### src/rtl/lcd_result_if.sv
// Result write handshake between the ALU side and the LCD controller.
// The ALU side drives req/value; the controller returns busy/ack.
interface lcd_result_if;
  logic       req;
  logic [3:0] value;
  logic       busy;
  logic       ack;

  modport master (
    output req,
    output value,
    input  busy,
    input  ack
  );

  modport slave (
    input  req,
    input  value,
    output busy,
    output ack
  );
endinterface

### src/rtl/lcd_result_ctrl.sv
// 4-bit HD44780 controller: power-on init, configuration, then writes
// each signed ALU result at DDRAM address 0 as a sign and a digit.
module lcd_result_ctrl #(
  parameter int T_PWRUP = 750000,
  parameter int T_EN    = 12,
  parameter int T_NIB   = 50,
  parameter int T_CMD   = 2000,
  parameter int T_CLR   = 82000
) (
  input  logic         clk,
  input  logic         rst,
  lcd_result_if.slave  bus,
  output logic         sf_e,
  output logic         e,
  output logic         rs,
  output logic         rw,
  output logic         d,
  output logic         c,
  output logic         b,
  output logic         a
);

  typedef enum logic [2:0] {
    S_PWRUP,
    S_SETUP,
    S_PULSE,
    S_HOLD,
    S_WAIT,
    S_IDLE
  } state_t;

  localparam logic [19:0] C_PW  = 20'(T_PWRUP);
  localparam logic [19:0] C_EN  = 20'(T_EN - 1);
  localparam logic [19:0] C_NIB = 20'(T_NIB - 1);
  localparam logic [19:0] C_CMD = 20'(T_CMD - 1);
  localparam logic [19:0] C_CLR = 20'(T_CLR - 1);

  state_t      state;
  logic [19:0] cnt;
  logic [3:0]  step;
  logic        lo;
  logic [3:0]  val;
  logic [3:0]  nib;
  logic        busy_q;
  logic        ack_q;

  // Steps 0-3 are single init nibbles, 4-7 config bytes, 8-10 the write.
  function automatic logic [7:0] byte_of(
    input logic [3:0] s,
    input logic [3:0] v
  );
    logic [4:0] m;
    m = v[3] ? 5'd0 - {v[3], v} : {1'b0, v};
    case (s)
      4'd0, 4'd1, 4'd2: byte_of = 8'h30;
      4'd3:    byte_of = 8'h20;
      4'd4:    byte_of = 8'h28;
      4'd5:    byte_of = 8'h06;
      4'd6:    byte_of = 8'h0C;
      4'd7:    byte_of = 8'h01;
      4'd8:    byte_of = 8'h80;
      4'd9:    byte_of = v[3] ? 8'h2D : 8'h20;
      default: byte_of = 8'h30 + {3'b000, m};
    endcase
  endfunction

  logic [7:0]  cur;
  logic [7:0]  nxt;
  logic [19:0] wait_max;

  always_comb begin
    cur      = byte_of(step, val);
    nxt      = byte_of(step + 4'd1, val);
    wait_max = (cur == 8'h01) ? C_CLR : C_CMD;
  end

  always_ff @(posedge clk) begin
    if (rst) begin
      state  <= S_PWRUP;
      cnt    <= '0;
      step   <= '0;
      lo     <= 1'b0;
      val    <= '0;
      nib    <= '0;
      e      <= 1'b0;
      rs     <= 1'b0;
      busy_q <= 1'b1;
      ack_q  <= 1'b0;
    end else begin
      ack_q <= 1'b0;
      case (state)
        S_PWRUP: begin
          if (cnt == C_PW) begin
            cnt   <= '0;
            step  <= '0;
            lo    <= 1'b0;
            rs    <= 1'b0;
            nib   <= 4'h3;
            state <= S_SETUP;
          end else begin
            cnt <= cnt + 20'd1;
          end
        end
        S_SETUP: begin
          e     <= 1'b1;
          cnt   <= '0;
          state <= S_PULSE;
        end
        S_PULSE: begin
          if (cnt == C_EN) begin
            e     <= 1'b0;
            cnt   <= '0;
            state <= S_HOLD;
          end else begin
            cnt <= cnt + 20'd1;
          end
        end
        S_HOLD: begin
          if (cnt == C_NIB) begin
            cnt <= '0;
            if (!lo && step >= 4'd4) begin
              lo    <= 1'b1;
              nib   <= cur[3:0];
              state <= S_SETUP;
            end else begin
              state <= S_WAIT;
            end
          end else begin
            cnt <= cnt + 20'd1;
          end
        end
        S_WAIT: begin
          if (cnt == wait_max) begin
            cnt <= '0;
            if (step == 4'd7 || step == 4'd10) begin
              busy_q <= 1'b0;
              ack_q  <= (step == 4'd10);
              state  <= S_IDLE;
            end else begin
              step  <= step + 4'd1;
              lo    <= 1'b0;
              rs    <= (step + 4'd1 >= 4'd9);
              nib   <= nxt[7:4];
              state <= S_SETUP;
            end
          end else begin
            cnt <= cnt + 20'd1;
          end
        end
        S_IDLE: begin
          if (bus.req) begin
            val    <= bus.value;
            busy_q <= 1'b1;
            step   <= 4'd8;
            lo     <= 1'b0;
            rs     <= 1'b0;
            nib    <= 4'h8;
            state  <= S_SETUP;
          end
        end
        default: state <= S_PWRUP;
      endcase
    end
  end

  assign bus.busy     = busy_q;
  assign bus.ack      = ack_q;
  assign sf_e         = 1'b1;
  assign rw           = 1'b0;
  assign {d, c, b, a} = nib;

endmodule
### src/flat_wrapper.sv
// flat-port wrapper written by rule: the top's interface ports become plain ports
module lcd_result_ctrl_flat 
#(
  parameter int T_PWRUP = 750000,
  parameter int T_EN    = 12,
  parameter int T_NIB   = 50,
  parameter int T_CMD   = 2000,
  parameter int T_CLR   = 82000
)
  (clk, rst, sf_e, e, rs, rw, d, c, b, a, bus_req, bus_value, bus_busy, bus_ack);
  lcd_result_if bus_i ();
  input  logic clk;
  input  logic rst;
  output logic sf_e;
  output logic e;
  output logic rs;
  output logic rw;
  output logic d;
  output logic c;
  output logic b;
  output logic a;
  input wire logic [$bits(bus_i.req)-1:0] bus_req;
  input wire logic [$bits(bus_i.value)-1:0] bus_value;
  output wire logic [$bits(bus_i.busy)-1:0] bus_busy;
  output wire logic [$bits(bus_i.ack)-1:0] bus_ack;
  assign bus_i.req = bus_req;
  assign bus_i.value = bus_value;
  assign bus_busy = bus_i.busy;
  assign bus_ack = bus_i.ack;
  lcd_result_ctrl #(.T_PWRUP(T_PWRUP), .T_EN(T_EN), .T_NIB(T_NIB), .T_CMD(T_CMD), .T_CLR(T_CLR)) u_core (.clk(clk), .rst(rst), .bus(bus_i), .sf_e(sf_e), .e(e), .rs(rs), .rw(rw), .d(d), .c(c), .b(b), .a(a));
endmodule
### config.mk
export PLATFORM = sky130hd
export DESIGN_NAME = lcd_result_ctrl_flat
export DESIGN_NICKNAME = d
export VERILOG_FILES = /design/src/rtl/lcd_result_if.sv /design/src/rtl/lcd_result_ctrl.sv /design/src/flat_wrapper.sv
export SDC_FILE = /design/constraint.sdc
export NUM_CORES = 1
export LEC_CHECK = 0
export ABC_AREA = 1
export CAP_MARGIN = 40
export CORE_UTILIZATION = 30
export CTS_CLUSTER_SIZE = 28
export DETAILED_ROUTE_END_ITERATION = 16
export PLACE_DENSITY = 0.45
export RECOVER_POWER = 100
export SYNTH_ARGS = -nofsm -noshare
export SYNTH_HDL_FRONTEND = slang
export SYNTH_SLANG_ARGS = --single-unit
### constraint.sdc
create_clock -name clk -period 2.4 [get_ports clk]
set_input_delay 0.36 -clock clk [delete_from_list [all_inputs] [get_ports clk]]
set_output_delay 0.36 -clock clk [all_outputs]
set_load 0.02 [all_outputs]
======== Word-level counts from Yosys, hierarchy flattened ========
Index checks and enable logic that the tools add are counted.
word-level totals
  output and inout bits ................... 10
  register bits ........................... 40
  word-level logic and storage cells ...... 121
  bits of input ports ..................... 7
cells by class
  $lt $le $gt $ge ......................... 2
  muxes and demuxes ....................... 45
  equality and inequality tests ........... 37
  bitwise operators ....................... 3
  reduce and logical (&&, ||, !) cells .... 20
  $add $sub $neg .......................... 4
operators by type and width
  kind                                                               number
  8-bit one-hot mux with 8 select lines                              2
  20-bit one-hot mux with 5 select lines                             1
  20-bit two-way mux                                                 4
  4-bit two-way mux                                                  10
  4-bit by 3-bit == test with 1-bit output (second input constant)   8
  3-bit two-way mux                                                  7
  20-bit by 1-bit adder with 20-bit output (second input constant)   1
  20-bit == test                                                     1
  20-bit == test (second input constant)                             1
  20-bit by 4-bit == test with 1-bit output (second input constant)  1
  20-bit by 6-bit == test with 1-bit output (second input constant)  1
  4-bit == test (second input constant)                              5
  3-bit one-hot mux with 6 select lines                              1
  17-bit two-way mux                                                 1
  4-bit by 2-bit == test with 1-bit output (second input constant)   4
  4-bit one-hot mux with 4 select lines                              1
  1-bit two-way mux                                                  12
  2-bit by 1-bit != test with 1-bit output (second input constant)   6
  4-bit one-hot mux with 3 select lines                              1
  5-bit AND reduction                                                2
  4-bit by 1-bit == test with 1-bit output (second input constant)   2
  8-bit by 1-bit == test with 1-bit output (second input constant)   1
  4-bit logical NOT                                                  2
  6-bit by 5-bit adder with 7-bit output (first input constant)      1
  26 further kinds                                                   35

======== Depth between registers and ports, before layout ========
Gate-level depths: netlist (run 1).
  depth in word-level cells ............... 9
  mapped depth ............................ 18
  mapped depth without buffers ............ 18

======== Least setup slack after synthesis (run 1) ========
Ideal clock, no wire load.
  path kind ............................... register -> register
  start ................................... register u_core.step[0]
  end ..................................... register u_core.cnt[16]
  required time ........................... 2.262 ns
  library setup time ...................... 0.138 ns
  clock period less this slack ............ 2.228 ns
  arrival time ............................ 2.091 ns
  slack ................................... 0.172 ns
  cell stages (with the launch flop) ...... 16
  buffers on the path ..................... 1
  cell sequence ........................... dfxtp_1 > inv_1 > ha_1 > nor2_1 > nand2_1 > nand2_1 > nand4_1 > nand2_2 > nand3_2 > nand2_1 > nand3_2 > o21bai_4 > nand4_4 > buf_6 > nand2_1 > a21oi_2
on the way
  longest elaborated chain between the ends .. 8
  elaborated cells on any way between the ends .. 17
  classes of those cells .................. 11 x eq/ne; 4 x mux; 2 x reduce/logical
RTL lines
  what                                                                    line                    RTL
  start: declaration                                                      lcd_result_ctrl.sv:40   logic [3:0] step;
  start signal: assignment                                                lcd_result_ctrl.sv:140  step <= step + 4'd1;
  4-bit by 1-bit == test with 1-bit output, or another cell as far along  lcd_result_ctrl.sv:54   case (s)
  3-bit OR reduction                                                      lcd_result_ctrl.sv:54
  8-bit one-hot mux with 8 select lines (*)                               lcd_result_ctrl.sv:54
  8-bit by 1-bit == test with 1-bit output (*)                            lcd_result_ctrl.sv:74   wait_max = (cur == 8'h01) ? C_CLR : C_CMD;
  17-bit two-way mux (*)                                                  lcd_result_ctrl.sv:74
  20-bit == test (*)                                                      lcd_result_ctrl.sv:133  if (cnt == wait_max) begin
  20-bit two-way mux (*)                                                  lcd_result_ctrl.sv:133
  20-bit one-hot mux with 5 select lines (*)                              lcd_result_ctrl.sv:91   case (state)
  end signal: assignment                                                  lcd_result_ctrl.sv:101  cnt <= cnt + 20'd1;
  end signal: assignment                                                  lcd_result_ctrl.sv:129  cnt <= cnt + 20'd1;
  end signal: assignment                                                  lcd_result_ctrl.sv:147  cnt <= cnt + 20'd1;
  end: declaration                                                        lcd_result_ctrl.sv:39   logic [19:0] cnt;
Every way passes the cells marked *; elsewhere a longest branch is shown, timed or not.
A chain may end at the register's enable or synchronous reset.

======== Worst setup path after layout (run 1) ========
  start ................................... register u_core.step[0]
  end ..................................... register u_core.step[0]
on the way
  longest elaborated chain between the ends .. 8
  elaborated cells on any way between the ends .. 24
  classes of those cells .................. 1 x add/sub; 14 x eq/ne; 5 x mux; 4 x reduce/logical
RTL lines
  what                                                                    line
  4-bit by 1-bit == test with 1-bit output, or another cell as far along  lcd_result_ctrl.sv:54
  3-bit OR reduction                                                      lcd_result_ctrl.sv:54
  8-bit one-hot mux with 8 select lines                                   lcd_result_ctrl.sv:54
  8-bit by 1-bit == test with 1-bit output                                lcd_result_ctrl.sv:74
  17-bit two-way mux                                                      lcd_result_ctrl.sv:74
  20-bit == test                                                          lcd_result_ctrl.sv:133
  2-bit by 1-bit != test with 1-bit output (no source line)               --
  5-bit AND reduction (no source line)                                    --
Parallel ways exist; a longest one is shown, timed or not. The select of a mux whose other input is x is not followed.

==> results of run 1 <==
-- power groups by stage --
stage	clock [uW]	combinational [uW]	sequential, uW
after CTS	596	1640	875
after floorplan	0	1170	898
final	571	1790	898
after global routing	619	2010	913
after detailed placement	0	1630	887
after global placement	0	1600	886
-- worst max path at each step --
stage / cells after the start / end / slack (ns) / from
3_5_place_dp: 16 / u_core.rs / -0.05 / u_core.step[0]
2_1_floorplan: 15 / u_core.cnt[16] / 0.17 / u_core.step[0]
4_1_cts: 18 / u_core.rs / 0.01 / u_core.step[0]
6_report: 18 / u_core.step[0] / 0.11 / u_core.step[0]
3_3_place_gp: 17 / u_core.rs / -0.006 / u_core.step[0]
5_1_grt: 18 / u_core.step[3] / -0.08 / u_core.step[0]
-- synthesized netlist by cell type (2+ instances only) --
master    number
nor3_1        14
xnor2_1        3
nand3_2        4
buf_4          2
nand2_1      107
o21ai_0       12
inv_2          3
o31ai_1        2
buf_2          4
nor4_1         6
nand3_1       23
ha_1           9
nor2_1        70
a21oi_2       11
nand2_2       13
nor2_4         3
a211oi_1       2
a21oi_1       26
xor2_1        11
conb_1         2
nand2_4        2
buf_6          2
nor2_2         5
nand4_1       14
inv_1         59
clkbuf_1       5
dfxtp_1       40
-- flip-flops by register name, summed over array words and instances (netlist names) --
| register | count |
|---|---|
| u_core.bus.ack | 1 |
| u_core.bus.busy | 1 |
| u_core.rs | 1 |
| u_core.val | 4 |
| u_core.state | 3 |
| u_core.lo | 1 |
| u_core.step | 4 |
| u_core.e | 1 |
| u_core.cnt | 20 |
| u_core.nib | 4 |
-- stage by stage --
step / cells / setup slack, ns / total power (uW) / util / instance area (um2)
detailed placement: 616 / -0.04649 / 2514 / 0.3436 / 3343
floorplan: 470 / 0.1717 / 2070 / - / 3008
global placement: 616 / -0.006010 / 2491 / 0.3436 / 3343
finish: 626 / 0.1140 / 3262 / 0.3695 / 3595
global route: 626 / -0.08254 / 3546 / 0.3695 / 3595
CTS: 624 / 0.01264 / 3112 / 0.3555 / 3458
-- kinds of logic after synthesis --
| family | share of synthesized area |
|---|---|
| AO/OA/AOI/OAI | 0.1298 |
| other | 0.002497 |
| flip-flops | 0.2662 |
| buffers and inverters | 0.1061 |
| XOR/XNOR | 0.04077 |
| adder cells (fa/ha/maj) | 0.03744 |
| AND/OR/NAND/NOR | 0.4172 |
-- layout make-up --
type,instances,area share
Timing Repair Buffer,29,0.07275
Tap cell,133,0.04629
Sequential cell,40,0.2252
Multi-Input combinational cell,353,0.5583
Clock inverter,2,0.009746
Clock buffer,6,0.02019
Inverter,63,0.06753
-- tightest hold or removal path, delay by kind of cell (launching register included) --
family / cells / cell delay [ns]
AND/OR/NAND/NOR: 2 / 0.10
flip-flops: 1 / 0.34
-- layer usage --
layer  routed length [um]  part of all wire  GRT usage  up-vias
met5                    0                 0          0        -
met4                  243             0.029    0.07143        0
met2                 4094              0.49     0.3046       61
li1                     -                 -          -     1556
met3                  255             0.031    0.02531       21
met1                 3733              0.45     0.2045     1392
-- timing repair --
action / CTS / global route
gates cloned: 0 / 0
resized for setup: 4 / 36
setup endpoints to repair: 17 / 31
setup buffers: 0 / 2
pin swaps: 1 / 11
==> qor.csv, run 1 <==
metric,value,unit
outcome,finished clean,
layout-drive-gt1-share,0.1886,
grt_overflow,0,
crit_type,reg2reg,
fillers,1131,
syn_inst,470,
end_kind,flop,
path_buf_inv,3,
comb_power_share,0.550,
wl_per_cell,13.30,um
vias,3030,
hold_violations,0,
syn-num-nets,486,
grt_use_total,0.1710,
slew_violations,0,
ys_warn_count,0,
dp_hpwl,6276,um
grt_pass1_wl,13820,um
cts_buffers,5,
layout_min_cycle_time,2.286,ns
p_seq_frac,0.275,
min_period_over_period,0.9525,
drc,0,
crit_family,simple AND/OR/NAND/NOR gates,
worstSkewPairLatency,0.30,ns
gp_congestion,0.8878,
clockBufferDepth,2,
multiInputGateArea,2007,um2
hold-path-cell-count,2,
sw_frac_of_total,0.4519,
detail-route-antenna-nets,0,
slew_headroom,0.6569,
synth.distinct_cells,43,
maxCapViolCount,0,
clkPwrFrac,0.175,
crit_required,2.63,ns
max_stage_delay,0.40,ns
clkTransAtPathRegs,0.08,ns
max_freq,437.5,MHz
peakVddDrop,0.0004201,V
clock_sinks,40,
r2r_cells,18,
vias_per_cell,4.840,
grt_pass1_vias,2894,
initial_core_util,0.3092,
diodes,0,
htreeDepth,2,
synth_edf_count,0,
fin_tns_setup,0,ns
synth_area_per_cell,6.400,um2
crit_chain,inv_4 > ha_4 > buf_4 > nand2_1 > o21ai_2 > nor2_1 > nand2_2 > nand2_2 > nand3_4 > nand2_4 > nand3_4 > nor2_4 > nor2_2 > nor2_4 > nand2_4 > nand2_2 > inv_1 > nor2_1,
rows,36,
worstPathMaxFanout,7,
seq_area,809.5,um2
drtIter0Drc,114,
p_leak,0.001413,uW
syn2layout_area_growth,19.51,%
ctsHoldBuffers,0,
tightestPinTransition,0.5140,ns
holdWs,0.4645,ns
r2r_start,u_core.step[0],
skew,0.008099,ns
hp-class,reg2reg,
p_sw,1474,uW
regToRegSetupSlack,0.11,ns
synthArstFlopShare,0,
worst_ep_arrival_time,2.51,ns
holdPathEnd,u_core.bus.busy,
cts_tree,done,
drtPass1Iterations,4,
ys.flop_type,dfxtp_1,
cellPowerDensity,907.6,nW/um2
final_common_cell,nand2_1,
critPathSlowestCell,dfxtp_4,
p_int,1788,uW
portBuffers,14,
coreArea,9729,um2
synth_top_area_cell,dfxtp_1,
min_from,u_core.bus.busy,
final_cell_mix,"99 x nand2_1, 67 x nor2_1, 56 x inv_1",
synthTopCellsByArea,"dfxtp_1 27%, nand2_1 13%, nor2_1 8.7%, inv_1 7.4%, a21oi_1 4.3%",
wirelength,8327,um
synth_top_area_share,0.2662,
ys_ff_latch,40,
die_area,10430,um2
grt_max_degree,27,
nNetsFinal,508,
start_kind,flop,
die_y,102.1,um
rsz0062_at_grt,true,
antenna_found_initial,0,
setup_violations,0,
dieWidth,102.1,um
netlist_area,3008,um2
cpMostUsedCell,nand2_2,
num_io_pins,17,
cts-root-buf,clkbuf_8,
ys_seq_area_frac,0.2662,
r2r_end,u_core.step[0],
No activity file was read; power rests on OpenSTA's default activity.
==> run 2: changes to the inputs <==
MAX_ROUTING_LAYER = met4   (was unset)
==> qor.csv, run 2 (same netlist as run 1, synthesis figures left out) <==
metric,value,unit,change
end_kind,flop,,
holdWs,0.4645,ns,-0.00006300 ns
detail-route-antenna-nets,0,,unchanged
p_leak,0.001413,uW,unchanged
grt_pass1_vias,2892,,-0.069%
grt_pass1_wl,13810,um,about the same
r2r_cells,18,,unchanged
min_period_over_period,0.9539,,+0.001379
final_common_cell,nand2_1,,
largest_reg_flops,20,,unchanged
layout_min_cycle_time,2.289,ns,+0.003310 ns
crit_chain,inv_4 > ha_4 > buf_4 > nand2_1 > o21ai_2 > nor2_1 > nand2_2 > nand2_2 > nand3_4 > nand2_4 > nand3_4 > nor2_4 > nor2_2 > nor2_4 > nand2_4 > nand2_2 > inv_1 > nor2_1,,
critPathSlowestCell,dfxtp_4,,
slew_headroom,0.6585,,+0.001607
antenna_found_initial,0,,unchanged
maxCapViolCount,0,,unchanged
grt_util_met3,0.02462,,-0.0006840
vias_per_cell,4.829,,-0.23%
crit_start,u_core.step[0],,
final_cells,626,,unchanged
crit_end,u_core.step[0],,
busiest_layer,met2,,
clockBufferDepth,2,,unchanged
vias,3023,,-0.23%
worstSkewPairLatency,0.30,ns,about the same
hp-class,reg2reg,,
htreeDepth,2,,unchanged
peakVddDrop,0.0004205,V,about the same
r2r_start,u_core.step[0],,
regMostFlops,u_core.cnt,,
cts_tree,done,,
diodes,0,,unchanged
cpMostUsedCell,nand2_2,,
slew_violations,0,,unchanged
max_stage_delay,0.40,ns,about the same
setup_ws,0.1107,ns,-0.003310 ns
syn2layout_area_growth,19.51,%,unchanged
die_y,102.1,um,unchanged
regToRegSetupSlack,0.11,ns,about the same
dieWidth,102.1,um,unchanged
r2r_end,u_core.step[0],,
cts-root-buf,clkbuf_8,,
pre_cts_slack,-0.04649,ns,unchanged
grt_use_total,0.1763,,+0.005294
tightestPinTransition,0.5116,ns,-0.002408 ns
dp_hpwl,6276,um,unchanged
initial_core_util,0.3092,,unchanged
clkTransAtPathRegs,0.08,ns,about the same
dpl.cell_count,616,,unchanged
place_area,3343,um2,unchanged
crit_required,2.63,ns,about the same
grt_overflow,0,,unchanged
max_freq,436.8,MHz,-0.14%
cellPowerDensity,908.1,nW/um2,about the same
rows,36,,unchanged
grtUsageMet1,0.2049,,+0.0004148
drc,0,,unchanged
crit_type,reg2reg,,
drtPass1Iterations,4,,unchanged
start_kind,flop,,
wl_per_cell,13.32,um,+0.16%
hold-path-cell-count,2,,unchanged
layout-drive-gt1-share,0.1886,,unchanged
drtIter0Drc,120,,+5.3%
rsz0062_at_grt,true,,
gp_congestion,0.9027,,+1.7%
grt_max_degree,27,,unchanged
worstPathMaxFanout,7,,unchanged
num_io_pins,17,,unchanged
die_area,10430,um2,unchanged
cts_buffers,5,,unchanged
clock_sinks,40,,unchanged
skew,0.009490,ns,+0.001391 ns
final_cell_area,3595,um2,unchanged
outcome,finished clean,,
worst_ep_arrival_time,2.51,ns,about the same
final_cell_mix,"99 x nand2_1, 67 x nor2_1, 56 x inv_1",,
nNetsFinal,508,,unchanged
wirelength,8340,um,+0.16%
grt_use_met2,0.3056,,+0.001033
portBuffers,14,,unchanged
hold_violations,0,,unchanged
total_power,3264,uW,about the same
setup_violations,0,,unchanged
coreArea,9729,um2,unchanged
[run 2: cell counts in the layout (fill, tap and decap cells not counted)]
Identical to the previous run, type by type.
[run 2: final cells by class]
class | instances | area, um2
Fill cell | 1131 | 6135
Multi-Input combinational cell | 353 | 2007
Sequential cell | 40 | 809.5
Timing Repair Buffer | 29 | 261.5
Inverter | 63 | 242.7
Tap cell | 133 | 166.4
Clock buffer | 6 | 72.57
Clock inverter | 2 | 35.03
[run 2: worst min path at each step]
stage                    start               to  slack [ns]
5_1_grt          u_core.nib[2]    u_core.nib[2]        0.48
3_5_place_dp   u_core.bus.busy  u_core.bus.busy        0.45
4_1_cts        u_core.bus.busy  u_core.bus.busy        0.48
6_report       u_core.bus.busy  u_core.bus.busy        0.46
2_1_floorplan        u_core.lo        u_core.lo        0.45
3_3_place_gp     u_core.nib[1]    u_core.nib[1]        0.46
[run 2: repair_timing]
action / 4_1_cts / 5_1_grt
hold buffers: 0 / 0
buffers inserted: 0 / 2
pin swaps: 1 / 11
gates resized for setup: 4 / 36
setup endpoints to repair: 17 / 31
[run 2: power breakdown]
part           total [uW]  switching [uW]  leakage [uW]  internal (uW)
Sequential            898             123      0.000326            774
Combinational        1800            1090       0.00103            705
Clock                 568             259     0.0000552            309
[run 2: through the flow]
step | setup TNS [ns] | utilization
3_5_place_dp | -0.2110 | 0.3436
4_1_cts | 0 | 0.3555
5_1_grt | -0.4092 | 0.3695
2_1_floorplan | 0 | -
3_3_place_gp | -0.006010 | 0.3436
6_report | 0 | 0.3695
[run 2: metal layers]
layer	share of wire	routed length, um
met4	0.029	239
met3	0.027	226
met2	0.49	4127
met1	0.45	3746
met5	0	0
[run 2: worst max-delay path: cells and delay by family (launching register included)]
family	cells	cell delay, ns
flip-flops	1	0.40
AO/OA/AOI/OAI	1	0.06
buffers and inverters	3	0.24
AND/OR/NAND/NOR	13	1.35
adder cells (fa/ha/maj)	1	0.16
==> run 3: changes to the inputs <==
CTS_CLUSTER_SIZE = unset   (was 28)
==> results of run 3 <==
No change in the layout: final DEF, timing and power equal those of run 2.
